$ cat config.mk
export PLATFORM = sky130hd
export DESIGN_NAME = decode_queue
export DESIGN_NICKNAME = d
export VERILOG_FILES = /design/src/rtl/decode_queue.sv
export SDC_FILE = /design/constraint.sdc
export NUM_CORES = 1
export LEC_CHECK = 0
export ABC_CLOCK_PERIOD_IN_PS = 3100
export BUFFER_PORTS_ARGS = -buffer_cell sky130_fd_sc_hd__buf_2
export CORE_ASPECT_RATIO = 0.7
export CORE_MARGIN = 2
export CORE_UTILIZATION = 33
export DETAILED_ROUTE_END_ITERATION = 7
export GPL_TIMING_DRIVEN = 0
export HOLD_SLACK_MARGIN = 0.08
export PLACE_DENSITY = 0.6
export SYNTH_ARGS = -nofsm -noshare
export SYNTH_HDL_FRONTEND = slang
export SYNTH_SLANG_ARGS = --single-unit
export TNS_END_PERCENT = 50
$ cat constraint.sdc
create_clock -name i_clk -period 3.1 [get_ports i_clk]
set_input_delay 0.155 -clock i_clk [delete_from_list [all_inputs] [get_ports i_clk]]
set_output_delay 0.155 -clock i_clk [all_outputs]
set_load 0.03 [all_outputs]
$ cat src/rtl/decode_queue.sv
// Opcode pre-decode stage: splits each fetched opcode into fields, classifies it,
// and buffers the classification in a DEPTH-entry FIFO; branches resolve at dequeue.
module decode_queue #(
  parameter int unsigned DEPTH       = 2,
  parameter bit          ILLEGAL_NOP = 1'b0
) (
  input  logic                           i_clk,
  input  logic                           i_rst,
  input  logic                           flush,
  input  logic                           in_valid,
  input  logic [7:0]                     in_opcode,
  output logic                           in_ready,
  input  logic [7:0]                     pstatus,
  output logic                           out_valid,
  input  logic                           out_ready,
  output logic [7:0]                     out_opcode,
  output logic [4:0]                     out_initial_state,
  output logic                           out_single_byte,
  output logic                           out_idx_XY,
  output logic                           out_is_branch,
  output logic                           out_take_branch,
  output logic                           out_illegal,
  output logic                           out_read,
  output logic                           out_load,
  output logic                           out_store,
  output logic                           out_rmw,
  output logic [$clog2(DEPTH+1)-1:0]     count
);

  localparam int unsigned CNT_W = $clog2(DEPTH + 1);
  localparam int unsigned PTR_W = (DEPTH > 1) ? $clog2(DEPTH) : 1;

  // Sequencer start-state encodings shared with the cycle sequencer
  localparam logic [4:0] T0_FETCH  = 5'd0;
  localparam logic [4:0] T2_ZPG    = 5'd1;
  localparam logic [4:0] T2_ZPGXY  = 5'd2;
  localparam logic [4:0] T2_ABS    = 5'd3;
  localparam logic [4:0] T2_ABSXY  = 5'd4;
  localparam logic [4:0] T2_XIND   = 5'd5;
  localparam logic [4:0] T2_INDY   = 5'd6;
  localparam logic [4:0] T2_JMP    = 5'd7;
  localparam logic [4:0] T2_STACK  = 5'd8;
  localparam logic [4:0] T2_BRANCH = 5'd9;
  localparam logic [4:0] T_JAM     = 5'd31;

  typedef struct packed {
    logic [7:0] opcode;
    logic [4:0] state;
    logic       single_byte;
    logic       idx_xy;
    logic       is_branch;
    logic       illegal;
    logic       rd;
    logic       ld;
    logic       st;
    logic       rmw;
  } entry_t;

  entry_t             r_mem [DEPTH];
  logic [PTR_W-1:0]   r_wr_ptr;
  logic [PTR_W-1:0]   r_rd_ptr;
  logic [CNT_W-1:0]   r_count;

  logic [2:0]         w_a;
  logic [2:0]         w_b;
  logic [1:0]         w_c;
  logic               w_mem_none;
  entry_t             w_entry;
  entry_t             w_head;
  logic               w_valid;
  logic               w_push;
  logic               w_pop;
  logic               w_cond;
  logic               w_take;
  logic               w_unused_pstatus;

  assign w_a = in_opcode[7:5];
  assign w_b = in_opcode[4:2];
  assign w_c = in_opcode[1:0];

  // Classification of the offered opcode, stored with it at push time
  always_comb begin
    w_entry             = '0;
    w_entry.opcode      = in_opcode;
    w_entry.state       = T_JAM;
    w_entry.idx_xy      = 1'b1;
    case (w_b)
      3'd0: begin
        if (w_c[0])        w_entry.state = T2_XIND;
        else if (!w_a[2])  w_entry.state = T_JAM;
        else               w_entry.state = T0_FETCH;
      end
      3'd1: w_entry.state = T2_ZPG;
      3'd2: begin
        w_entry.state       = (w_c == 2'd0 && !w_a[2]) ? T2_STACK : T0_FETCH;
        w_entry.single_byte = ~w_c[0];
      end
      3'd3: w_entry.state = (w_a[2:1] == 2'b01 && w_c == 2'd0) ? T2_JMP : T2_ABS;
      3'd4: begin
        if (w_c == 2'd0) begin
          w_entry.is_branch = 1'b1;
        end else begin
          w_entry.state  = T2_INDY;
          w_entry.idx_xy = 1'b0;
        end
      end
      3'd5: begin
        w_entry.state  = T2_ZPGXY;
        w_entry.idx_xy = ~(w_c == 2'd2 && w_a[2:1] == 2'b10);
      end
      3'd6: begin
        if (!w_c[0]) begin
          w_entry.state       = T0_FETCH;
          w_entry.single_byte = 1'b1;
        end else begin
          w_entry.state  = T2_ABSXY;
          w_entry.idx_xy = 1'b0;
        end
      end
      default: begin
        w_entry.state  = T2_ABSXY;
        w_entry.idx_xy = ~(w_c == 2'd2 && w_a[2:1] == 2'b10);
      end
    endcase

    if (w_c == 2'd3) begin
      w_entry.illegal   = 1'b1;
      w_entry.is_branch = 1'b0;
      if (ILLEGAL_NOP) begin
        w_entry.state       = T0_FETCH;
        w_entry.single_byte = 1'b1;
        w_entry.idx_xy      = 1'b1;
      end else begin
        w_entry.state = T_JAM;
      end
    end

    w_mem_none = w_entry.single_byte | w_entry.is_branch | (w_entry.state == T_JAM);
    if (!w_mem_none) begin
      if (w_a == 3'd4 && in_opcode != 8'h80)    w_entry.st  = 1'b1;
      else if (w_a == 3'd5)                     w_entry.ld  = 1'b1;
      else if (w_c == 2'd2 && w_b[0])           w_entry.rmw = 1'b1;
      else                                      w_entry.rd  = 1'b1;
    end
  end

  assign w_valid = (r_count != '0);
  assign w_push  = in_valid & (r_count < CNT_W'(DEPTH));
  assign w_pop   = out_ready & w_valid;

  // Queue pointers and occupancy; flush empties the queue, reset wins over flush
  always_ff @(posedge i_clk) begin
    if (i_rst || flush) begin
      r_wr_ptr <= '0;
      r_rd_ptr <= '0;
      r_count  <= '0;
    end else begin
      if (w_push)
        r_wr_ptr <= (r_wr_ptr == PTR_W'(DEPTH - 1)) ? '0 : r_wr_ptr + PTR_W'(1);
      if (w_pop)
        r_rd_ptr <= (r_rd_ptr == PTR_W'(DEPTH - 1)) ? '0 : r_rd_ptr + PTR_W'(1);
      if (w_push && !w_pop)
        r_count <= r_count + CNT_W'(1);
      else if (w_pop && !w_push)
        r_count <= r_count - CNT_W'(1);
    end
  end

  always_ff @(posedge i_clk) begin
    if (w_push && !flush && !i_rst)
      r_mem[r_wr_ptr] <= w_entry;
  end

  assign w_head = r_mem[r_rd_ptr];

  // Branch condition against live flags: a[2:1] picks N/V/C/Z, a[0] picks polarity
  always_comb begin
    case (w_head.opcode[7:5])
      3'd0:    w_cond = ~pstatus[7];
      3'd1:    w_cond =  pstatus[7];
      3'd2:    w_cond = ~pstatus[6];
      3'd3:    w_cond =  pstatus[6];
      3'd4:    w_cond = ~pstatus[0];
      3'd5:    w_cond =  pstatus[0];
      3'd6:    w_cond = ~pstatus[1];
      default: w_cond =  pstatus[1];
    endcase
  end

  assign w_unused_pstatus = ^pstatus[5:2];
  assign w_take = w_valid & w_head.is_branch & w_cond;

  assign in_ready          = (r_count < CNT_W'(DEPTH));
  assign out_valid         = w_valid;
  assign count             = r_count;
  assign out_opcode        = w_valid ? w_head.opcode : 8'h00;
  assign out_initial_state = !w_valid          ? 5'd0 :
                             w_head.is_branch  ? (w_take ? T2_BRANCH : T0_FETCH) :
                                                 w_head.state;
  assign out_single_byte   = w_valid & w_head.single_byte;
  assign out_idx_XY        = w_valid & w_head.idx_xy;
  assign out_is_branch     = w_valid & w_head.is_branch;
  assign out_take_branch   = w_take;
  assign out_illegal       = w_valid & w_head.illegal;
  assign out_read          = w_valid & w_head.rd;
  assign out_load          = w_valid & w_head.ld;
  assign out_store         = w_valid & w_head.st;
  assign out_rmw           = w_valid & w_head.rmw;

endmodule

# After elaboration in Yosys (flattened, before gate mapping)

Memory sizes are Yosys's and may differ from the RTL's. A register that Yosys moved wholly into a read port is not among the register bits.
Index checks and enable logic that the tools add are counted.

Memory bits (writable): 42
Logic and storage cells: 105
Input port bits: 21
Register bits: 4
Memories: 1

Memories:

| name  | words | width | read ports | clocked after Yosys merged registers in | wr ports | RTL line | RTL |
|---|---|---|---|---|---|---|---|
| r_mem | 2     | 21    | 1          | 1                                       | 1        | 59       | `entry_t r_mem [DEPTH];` |

Reductions and logical operators: 21
Add/subtract/negate cells: 4
Bitwise logic cells: 19
Equal/unequal tests: 20
Mux-type cells: 36
Order comparisons: 1

Operators with widths:

| operator                                             | number |
|---|---|
| case mux 5 bit (7 select lines)                      | 1 |
| 2-to-1 mux 5 bit                                     | 6 |
| equality test 3 bit (second input constant)          | 8 |
| 2-to-1 mux 1 bit                                     | 16 |
| equality test 3 x 2 -> 1 bit (second input constant) | 4 |
| 2-to-1 mux 4 bit                                     | 3 |
| AND 1 bit                                            | 11 |
| logical AND 1 bit                                    | 9 |
| 2-to-1 mux 2 bit                                     | 4 |
| 2-to-1 mux 8 bit                                     | 1 |
| != test 8 bit (second input constant)                | 1 |
| case mux 1 bit (7 select lines)                      | 1 |
| equality test 2 bit (second input constant)          | 3 |
| equality test 3 x 1 -> 1 bit (second input constant) | 2 |
| logical NOT 3 bit                                    | 2 |
| 2-to-1 mux 3 bit                                     | 2 |
| inverter 1 bit                                       | 6 |
| equality test 5 bit (second input constant)          | 1 |
| logical NOT 1 bit                                    | 5 |
| nonzero test 2 bit                                   | 2 |
| OR reduction 4 bit                                   | 1 |
| case mux 1 bit (3 select lines)                      | 1 |
| adder 1 bit (second input constant)                  | 2 |
| adder 2 x 1 -> 2 bit (second input constant)         | 1 |
| 7 further kinds                                      | 8 |

# Logic depth before layout (Yosys ltp)

Gate-level depths: netlist of the first run.

Depth in word-level cells: 8
Gate-level depth with buffers: 8
Gate-level depth less buffers: 8

# Worst setup path after synthesis of the first run

No wires, ideal clock.

Path kind: reg2reg
Start: register r_count[1] (netlist: count[1])
End: memory r_mem[0][0] in the netlist's numbering (enable)
Slack: 1023 ps
Required time: 2701 ps
Period minus slack after synthesis: 2077 ps
Path buffers: 0
Stages on the path, launching flop included: 4
Data arrival time: 1679 ps
Cell sequence: dfxtp_1 > nor2b_1 > nand2_1 > nor2_1

Word-level cells in the longest chain between the ends: 6

RTL lines:

| what                                   | RTL line | RTL |
|---|---|---|
| from (decl)                            | 62       | `logic [CNT_W-1:0] r_count;` |
| from (signal assigned)                 | 163      | `r_count <= r_count + CNT_W'(1);` |
| from (signal assigned)                 | 165      | `r_count <= r_count - CNT_W'(1);` |
| < comparator 2 bit                     | 148      | `assign w_push = in_valid & (r_count < CNT_W'(DEPTH));` |
| AND 1 bit                              | 148      |  |
| net w_push                             | 71       | `logic w_push;` |
| logical AND 1 bit (2 in a row)         | 170      | `if (w_push && !flush && !i_rst)` |
| 2-to-1 mux 1 bit                       | 170      |  |
| 2-to-1 mux 1 bit (implied by the code) | 171      | `r_mem[r_wr_ptr] <= w_entry;` |
| to (decl)                              | 59       |  |

The timed path passes the listed nets, and every way through them passes these cells.

==> results of run 1 <==
==> sequential cells by signal, indices dropped and copies added (netlist names), named ones only <==
signal    count
count         2
r_wr_ptr      1
r_rd_ptr      1
r_mem        42
==> metrics by stage <==
| stage | total power, mW | instances | area [um2] |
|---|---|---|---|
| after floorplan | 0.894 | 167 | 2130 |
| after detailed placement | 0.973 | 288 | 2450 |
| final | 1.30 | 298 | 2550 |
| after CTS | 1.31 | 298 | 2550 |
| after global routing | 1.36 | 298 | 2550 |
| after global placement | 0.969 | 287 | 2430 |
==> path summary, 6_finish.rpt <==
check,endpoint,cells past startpoint,slack (ns)
worst max-delay path,out_initial_state[0],5,0.81
worst min-delay path,count[0]$_SDFFE_PP0P_,2,0.1
worst max register to register,r_mem[1][9]$_DFFE_PP_,2,1.19
worst min register to register,r_rd_ptr$_SDFFE_PP0P_,2,0.56
==> logic make-up after synthesis <==
group | Yosys count | synth area share, %
buf+inv | 17 | 3.18
mux | 23 | 11.4
xor+xnor | 6 | 2.82
fa+ha+maj | 1 | 0.588
simple gates | 51 | 10.7
flops | 47 | 64.0
compound gates | 22 | 7.29
==> where the power goes <==
group	total [mW]	switching [mW]	internal [mW]
Clock	0.338	0.185	0.154
Combinational	0.245	0.167	0.0782
Sequential	0.715	0.00691	0.708
Total	1.30	0.358	0.940
==> cell type report <==
cell class                      count  area share (%)
Buffer                              7            1.18
Clock buffer                        6            2.84
Clock inverter                      2           0.294
Inverter                           10            1.47
Multi-Input combinational cell    103            27.5
Sequential cell                    47            53.3
Tap cell                           78            3.82
Timing Repair Buffer               45            9.61
==> Yosys cell counts, drive strengths merged (4+ instances only) <==
cell,number,area [um2]
mux2i,22,220
nor2,29,109
o22ai,4,25.0
clkbuf,4,15.0
edfxtp,42,1260
nor3,8,40.0
nand2,5,18.8
inv,10,37.5
dfxtp,5,100
==> worst max-delay path: stages, from the launching register on <==
cell     delay [ns]
dfxtp_1        0.39
mux2i_1        0.32
mux4_2         0.59
xnor2_2        0.17
o22ai_1        0.15
buf_2          0.22
==> metal layers <==
layer	vias up	global-route usage [%]	share of wire [%]
met4	0	3.65	0.90
met5	-	0	0
met3	5	3.75	6.6
met1	705	20.4	52
li1	718	-	-
met2	46	18.0	41
==> impl_metrics.env, run 1 <==
export IMPL_clock_latency_ns=0.30
export IMPL_gp_congestion=0.827
export IMPL_worstHoldStart="flush"
export IMPL_synthesis_area_um2=2130
export IMPL_worstPathRequired_ns=2.94
export IMPL_dp_hpwl_um=3130
export IMPL_fin_util_pct=41.1
export IMPL_fin_ws_ns=0.805
export IMPL_die_w_um=100
export IMPL_status="finished, final reports clean"
export IMPL_ys_async_sr_fraction_pct=0
export IMPL_grt_pass1_vias=1362
export IMPL_rsz0062_at_grt="false"
export IMPL_end_kind="output pin"
export IMPL_wl_per_cell_um=14.9
export IMPL_ys_types=33
export IMPL_hp_class="input pin to flip-flop"
export IMPL_start_util_pct=34.2
export IMPL_place_ws_ns=1.12
export IMPL_core_um2=6220
export IMPL_cts_path_max_buffers=2
export IMPL_mostFrequentLayoutCells="buf_2 (45), edfxtp_1 (42), nor2_1 (28)"
export IMPL_vias=1474
export IMPL_drc=0
export IMPL_synth_fp_nets=189
export IMPL_drt_iter0_drc=84
export IMPL_synthesis_instances=167
export IMPL_port_buffers=42
export IMPL_ys_ff_latch=47
export IMPL_seq_area_frac_synth_pct=64.0
export IMPL_cp_start_kind="flip-flop"
export IMPL_vias_per_cell=4.95
export IMPL_finalCriticalPeriod_ns=2.29
export IMPL_ios=47
export IMPL_drt_wl_total_um=4430
export IMPL_cts_resized=0
export IMPL_final_net_count=241
export IMPL_slew_headroom_pct=31.7
export IMPL_ys_warn_count=0
export IMPL_final_seq_area_um2=1360
export IMPL_r2r_start="count[1]$_SDFFE_PP0P_"
export IMPL_setup_viol_count_final=0
export IMPL_fin_worst_skew_ns=0.0148
export IMPL_cts_sinks=47
export IMPL_path_clk_slew_ns=0.09
export IMPL_postCtsHoldBufs=2
export IMPL_multi_input_area_um2=701
export IMPL_grt_overflow=0
export IMPL_grt_max_degree=22
export IMPL_power_leakage_nw=0.971
export IMPL_htreeDepth=2
export IMPL_clockRootBuffer="clkbuf_8"
export IMPL_ir_drop_mv=0.226
export IMPL_crit_fanout=3
export IMPL_cts_buffers=5
export IMPL_die_area_um2=7110
export IMPL_postRouteAntennaNets=0
export IMPL_antenna_found_initial=0
export IMPL_layout_commonest_cell="buf_2"
export IMPL_worst_pin_slew_ns=1.02
export IMPL_drt_pass1_iter_count=4
export IMPL_critPathKind="flip-flop to output pin"
export IMPL_grt_usage_pct=13.2
export IMPL_maxCapViolations=0
export IMPL_fmax_ghz=0.436
export IMPL_antennaDiodeCount=0
export IMPL_num_rows=24
export IMPL_synth_edf_count=42
export IMPL_fill_cells=612
export IMPL_postCtsSetupRepairBufs=0
export IMPL_finalHoldViolCount=0
export IMPL_postSynthAreaPerCell_um2=12.7
export IMPL_syn_to_final_growth_pct=20.0
export IMPL_grt_pass1_wl_um=7060
export IMPL_powerDensity_nw_per_um2=509
export IMPL_slew_viol_final=0
export IMPL_tns_ns=0
export IMPL_fin_crit_sh_pct=74.0
export IMPL_ys_flop_type="edfxtp_1"
export IMPL_tritoncts="yes"
export IMPL_drive_gt1_share_pct=25.0
export IMPL_whs_ns=0.0983
export IMPL_worstPathArrival_ns=2.14
export IMPL_die_h_um=71.2
Power figures use the tool's default switching activity.
==> inputs of run 2 (changes only) <==
--- a/config.mk
+++ b/config.mk
@@ -5,7 +5,7 @@
 export SDC_FILE = /design/constraint.sdc
 export NUM_CORES = 1
 export LEC_CHECK = 0
-export ABC_CLOCK_PERIOD_IN_PS = 3100
+export ABC_CLOCK_PERIOD_IN_PS = 2200
 export BUFFER_PORTS_ARGS = -buffer_cell sky130_fd_sc_hd__buf_2
 export CORE_ASPECT_RATIO = 0.7
 export CORE_MARGIN = 2
==> constraint.sdc (replaced) <==
create_clock -name i_clk -period 2.2 [get_ports i_clk]
set_input_delay 0.11 -clock i_clk [delete_from_list [all_inputs] [get_ports i_clk]]
set_output_delay 0.11 -clock i_clk [all_outputs]
set_load 0.03 [all_outputs]
==> run 2 against run 1 <==
Effect of this change:
- worst hold slack improved by 0.013 ns
- sequential cell count stayed put
- cell area increased by 2.8%
- combinational power is 46% higher
- highest routed layer unchanged
- critical path depth did not move
- critical path type unchanged
==> impl_metrics.env, run 2 (same netlist as run 1, synthesis figures left out) <==
export IMPL_start_util_pct=34.2
export IMPL_tns_ns=0
export IMPL_power_frac_comb_pct=19.4
export IMPL_clock_latency_ns=0.30
export IMPL_fin_ws_ns=0.0661
export IMPL_cts_path_max_buffers=2
export IMPL_grt_pass1_wl_um=7270
export IMPL_cts_sinks=47
export IMPL_grt_usage_pct=13.6
export IMPL_path_clk_slew_ns=0.09
export IMPL_hp_class="input pin to flip-flop"
export IMPL_setup_viol_count_final=0
export IMPL_vias_per_cell=4.89
export IMPL_fin_crit_sh_pct=97.0
export IMPL_drive_gt1_share_pct=25.8
export IMPL_maxCapViolations=0
export IMPL_regMostFlops="r_mem"
export IMPL_pwr_share_clk_pct=26.0
export IMPL_die_area_um2=7110
export IMPL_cts_buffers=5
export IMPL_p_int_mw=1.33
export IMPL_num_rows=24
export IMPL_slowest_delay_ns=0.57
export IMPL_clockRootBuffer="clkbuf_8"
export IMPL_pwr_share_seq_pct=54.6
export IMPL_mostFrequentLayoutCells="buf_2 (43), edfxtp_1 (42), nor2_1 (28)"
export IMPL_die_h_um=71.2
export IMPL_dp_cells=288
export IMPL_ios=47
export IMPL_largest_reg_flops=42
export IMPL_crit_fanout=3
export IMPL_worstPathRequired_ns=2.09
export IMPL_drt_iter0_drc=91
export IMPL_p_switching_uw=510
export IMPL_drt_wl_total_um=4500
export IMPL_port_buffers=42
export IMPL_ir_drop_mv=0.320
export IMPL_status="finished, final reports clean"
export IMPL_syn_to_final_growth_pct=23.4
export IMPL_critPathKind="flip-flop to output pin"
export IMPL_final_area_um2=2630
export IMPL_antennaDiodeCount=0
export IMPL_postRouteAntennaNets=0
export IMPL_instances_no_fill=303
export IMPL_postCtsSetupRepairBufs=0
export IMPL_drc=0
export IMPL_end_kind="output pin"
export IMPL_layout_commonest_cell="buf_2"
export IMPL_grt_max_degree=22
export IMPL_grt_pass1_vias=1447
export IMPL_fmax_ghz=0.469
export IMPL_place_area_um2=2450
export IMPL_tritoncts="yes"
export IMPL_power_leakage_nw=0.998
export IMPL_finalCriticalPeriod_ns=2.13
export IMPL_htreeDepth=2
export IMPL_fin_worst_skew_ns=0.0160
export IMPL_wl_per_cell_um=14.8
export IMPL_crit_buf_inv=1
export IMPL_finalHoldViolCount=0
export IMPL_fin_util_pct=42.2
export IMPL_cpLargestDelayFamily="multiplexers"
export IMPL_crit_chain="mux2i_4 > mux4_2 > xnor2_2 > o22ai_1 > buf_4"
export IMPL_powerDensity_nw_per_um2=703
export IMPL_vias=1482
export IMPL_worst_path_max_delay_cell="mux4_2"
export IMPL_rsz0062_at_grt="true"
export IMPL_slew_viol_final=0
export IMPL_slew_headroom_pct=31.6
export IMPL_worstPathArrival_ns=2.02
export IMPL_swShare_pct=27.7
export IMPL_grt_overflow=0
export IMPL_antenna_found_initial=0
export IMPL_final_net_count=246
export IMPL_worst_pin_slew_ns=1.03
export IMPL_gp_congestion=0.827
export IMPL_dp_hpwl_um=3130
export IMPL_die_w_um=100
export IMPL_place_ws_ns=0.264
export IMPL_drt_pass1_iter_count=4
export IMPL_core_um2=6220
export IMPL_cp_start_kind="flip-flop"
run 2: worst paths after layout:
path / startpoint / endpoint / slack [ns] / depth (start not counted)
hold reg to reg: r_rd_ptr$_SDFFE_PP0P_ / r_rd_ptr$_SDFFE_PP0P_ / 0.56 / 2
hold / removal: in_opcode[4] / r_mem[0][17]$_DFFE_PP_ / 0.11 / 1
setup / recovery: flip-flop / out_initial_state[0] / 0.07 / 5
setup reg to reg: count[1]$_SDFFE_PP0P_ / r_mem[1][9]$_DFFE_PP_ / 0.28 / 2
run 2: worst register-to-register path: cells and delay by family (launching register included):
| kind | cells | cell delay (ns) |
|---|---|---|
| and+or+nand+nor | 2 | 1.17 |
| DFF | 1 | 0.35 |
run 2: layer usage:
| metal | share of wire (%) | GRT usage [%] | wire (um) | up-vias |
|---|---|---|---|---|
| li1 | - | - | - | 729 |
| met4 | 0.80 | 3.65 | 36 | 0 |
| met2 | 42 | 19.7 | 1910 | 44 |
| met3 | 5.0 | 3.75 | 225 | 5 |
| met5 | 0 | 0 | 0 | - |
| met1 | 52 | 20.1 | 2330 | 704 |
run 2: power groups by stage:
stage / logic (mW) / clock network (mW) / registers [mW]
3_5_place_dp: 0.344 / 0 / 1.03
5_1_grt: 0.392 / 0.534 / 1.01
6_report: 0.357 / 0.480 / 1.01
4_1_cts: 0.359 / 0.489 / 1.01
2_1_floorplan: 0.226 / 0 / 1.03
3_3_place_gp: 0.337 / 0 / 1.03
run 2: cell type report:
type,count,area (um2)
plain buffers,7,31.3
clock buffers,6,72.6
multi-input cells,103,713
inverters,10,37.5
repair buffers,50,300
fillers,603,3590
clock inverters,2,7.51
well taps,78,97.6
flip-flops and latches,47,1370
run 2: what timing repair did:
item | CTS | global route
hold endpoints to repair | 15 | 0
gates resized for setup | 4 | 4
hold buffers | 7 | 0
pin swaps | 0 | 0
endpoints found under the setup margin | 3 | 13
run 2: through the flow:
step | hold WS [ns] | power [mW]
6_report | 0.112 | 1.84
4_1_cts | 0.101 | 1.86
3_5_place_dp | 0.315 | 1.37
5_1_grt | 0.102 | 1.94
3_3_place_gp | 0.318 | 1.37
2_1_floorplan | 0.187 | 1.26
==> inputs of run 3 (changes only) <==
--- a/config.mk
+++ b/config.mk
@@ -14,6 +14,7 @@
 export GPL_TIMING_DRIVEN = 0
 export HOLD_SLACK_MARGIN = 0.08
 export PLACE_DENSITY = 0.6
+export SKIP_LAST_GASP = 1
 export SYNTH_ARGS = -nofsm -noshare
 export SYNTH_HDL_FRONTEND = slang
 export SYNTH_SLANG_ARGS = --single-unit
==> constraint.sdc (replaced) <==
create_clock -name i_clk -period 2.2 [get_ports i_clk]
set_input_delay 0.22 -clock i_clk [delete_from_list [all_inputs] [get_ports i_clk]]
set_output_delay 0.22 -clock i_clk [all_outputs]
set_load 0.03 [all_outputs]
==> run 3 against run 2 <==
Effect of this change:
- the flow now finishes with violations (negative setup slack)
- cell area is 2.4% lower
- utilization shrank 1.0 points
- worst setup slack lost 0.092 ns
- critical endpoint unchanged
- largest cell class unchanged
- highest routed layer unchanged
==> impl_metrics.env, run 3 (same netlist as run 1, synthesis figures left out) <==
export IMPL_grt_max_degree=22
export IMPL_core_um2=6220
export IMPL_instances_no_fill=297
export IMPL_fmax_ghz=0.449
export IMPL_layout_commonest_cell="edfxtp_1"
export IMPL_start_util_pct=34.2
export IMPL_final_seq_area_um2=1360
export IMPL_tritoncts="yes"
export IMPL_tns_ns=-0.0464
export IMPL_clockRootBuffer="clkbuf_8"
export IMPL_hp_class="input pin to flip-flop"
export IMPL_status="finished with violations"
export IMPL_port_buffers=42
export IMPL_cts_sinks=47
export IMPL_fin_crit_sh_pct=101
export IMPL_maxCapViolations=0
export IMPL_reg2reg_to="r_mem[1][9]$_DFFE_PP_"
export IMPL_fin_worst_skew_ns=0.0145
export IMPL_worstPathArrival_ns=2.01
export IMPL_crit_fanout=3
export IMPL_multi_input_area_um2=707
export IMPL_vias_per_cell=4.94
export IMPL_wl_per_cell_um=14.9
export IMPL_fin_ws_ns=-0.0259
export IMPL_failed_checks="negative setup slack"
export IMPL_cts_buffers=5
export IMPL_slew_headroom_pct=31.7
export IMPL_drt_iter0_drc=80
export IMPL_power_leakage_nw=0.973
export IMPL_ios=47
export IMPL_drc=0
export IMPL_grt_pass1_wl_um=7040
export IMPL_cp_start_kind="flip-flop"
export IMPL_finalCriticalPeriod_ns=2.23
export IMPL_drt_pass1_iter_count=4
export IMPL_crit_buf_inv=1
export IMPL_powerDensity_nw_per_um2=717
export IMPL_htreeDepth=2
export IMPL_final_area_um2=2560
export IMPL_regMostFlops="r_mem"
export IMPL_power_mw=1.84
export IMPL_die_w_um=100
export IMPL_worstHoldStart="in_opcode[3]"
export IMPL_postCtsHoldBufs=0
export IMPL_gp_congestion=0.827
export IMPL_rsz0062_at_grt="true"
export IMPL_final_net_count=240
export IMPL_num_rows=24
export IMPL_clock_latency_ns=0.30
export IMPL_largest_reg_flops=42
export IMPL_whs_path_depth=1
export IMPL_setup_viol_count_final=2
export IMPL_cts_path_max_buffers=2
export IMPL_slew_viol_final=0
export IMPL_crit_chain="mux2i_2 > mux4_2 > xnor2_2 > o22ai_1 > buf_4"
export IMPL_postRouteAntennaNets=0
export IMPL_slowest_delay_ns=0.57
export IMPL_cpLargestDelayFamily="multiplexers"
export IMPL_mostFrequentLayoutCells="edfxtp_1 (42), buf_2 (40), nor2_1 (28)"
export IMPL_worstPathRequired_ns=1.98
export IMPL_drive_gt1_share_pct=27.4
export IMPL_die_h_um=71.2
export IMPL_whs_ns=0.132
export IMPL_ir_drop_mv=0.319
export IMPL_r2r_start="count[1]$_SDFFE_PP0P_"
export IMPL_critPathKind="flip-flop to output pin"
export IMPL_worst_pin_slew_ns=1.02
export IMPL_reg2reg_depth=2
export IMPL_grt_pass1_vias=1373
export IMPL_dp_hpwl_um=3130
export IMPL_hold_end="r_mem[1][16]$_DFFE_PP_"
export IMPL_vias=1467
export IMPL_path_clk_slew_ns=0.09
export IMPL_fill_cells=607
export IMPL_worst_path_max_delay_cell="mux4_2"
export IMPL_drt_wl_total_um=4430
export IMPL_place_area_um2=2450
export IMPL_grt_usage_pct=13.2
export IMPL_syn_to_final_growth_pct=20.4
export IMPL_grt_overflow=0
export IMPL_end_kind="output pin"
export IMPL_ff2ff_setup_slack_ns=0.29
export IMPL_antenna_found_initial=0
export IMPL_antennaDiodeCount=0
export IMPL_dp_cells=288
export IMPL_finalHoldViolCount=0
export IMPL_die_area_um2=7110
==> run 3: repair_timing <==
action | CTS | global route
buffers inserted | 1 | 0
endpoints found under the setup margin | 13 | 13
pin swaps | 0 | 0
resized for setup | 5 | 5
==> run 3: worst reg2reg max path, delay by kind of cell, from the launching register on <==
| kind | cells | cell delay (ns) |
|---|---|---|
| and+or+nand+nor | 2 | 1.17 |
| DFF | 1 | 0.35 |
==> run 3: worst max path at each step <==
stage,slack [ns],to,startpoint,depth (start not counted)
2_1_floorplan,0.12,r_mem[0][0]$_DFFE_PP_,count[1]$_SDFFE_PP0P_,3
3_3_place_gp,-0.30,r_mem[0][15]$_DFFE_PP_,count[1]$_SDFFE_PP0P_,3
3_5_place_dp,0.15,out_initial_state[0],flip-flop,5
4_1_cts,-0.04,out_initial_state[0],flip-flop,5
5_1_grt,-0.14,out_initial_state[3],r_mem[1][19]$_DFFE_PP_,5
6_report,-0.03,out_initial_state[0],flip-flop,5
==> run 3: area by class of cell <==
type	count	area share (%)
plain buffers	7	1.42
multi-input cells	103	27.6
clock buffers	6	2.83
flip-flops and latches	47	53.2
well taps	78	3.81
repair buffers	44	9.38
clock inverters	2	0.293
inverters	10	1.47
==> run 3: where the power goes <==
part | leakage, nW | internal (mW) | switching (mW)
logic | 0.506 | 0.114 | 0.236
registers | 0.426 | 0.998 | 0.00960
clock network | 0.0403 | 0.217 | 0.261
total | 0.973 | 1.33 | 0.507
==> run 3: through the flow <==
step,utilization [%],worst slack [ns]
2_1_floorplan,-,0.123
3_3_place_gp,39.2,-0.296
3_5_place_dp,39.5,0.154
4_1_cts,41.0,-0.0436
5_1_grt,41.2,-0.141
6_report,41.2,-0.0259
==> run 3: layer usage <==
layer / GRT usage [%] / part of all wire (%)
met5: 0 / 0
met4: 3.65 / 0.81
met3: 3.85 / 6.4
met2: 18.4 / 41
met1: 19.9 / 51
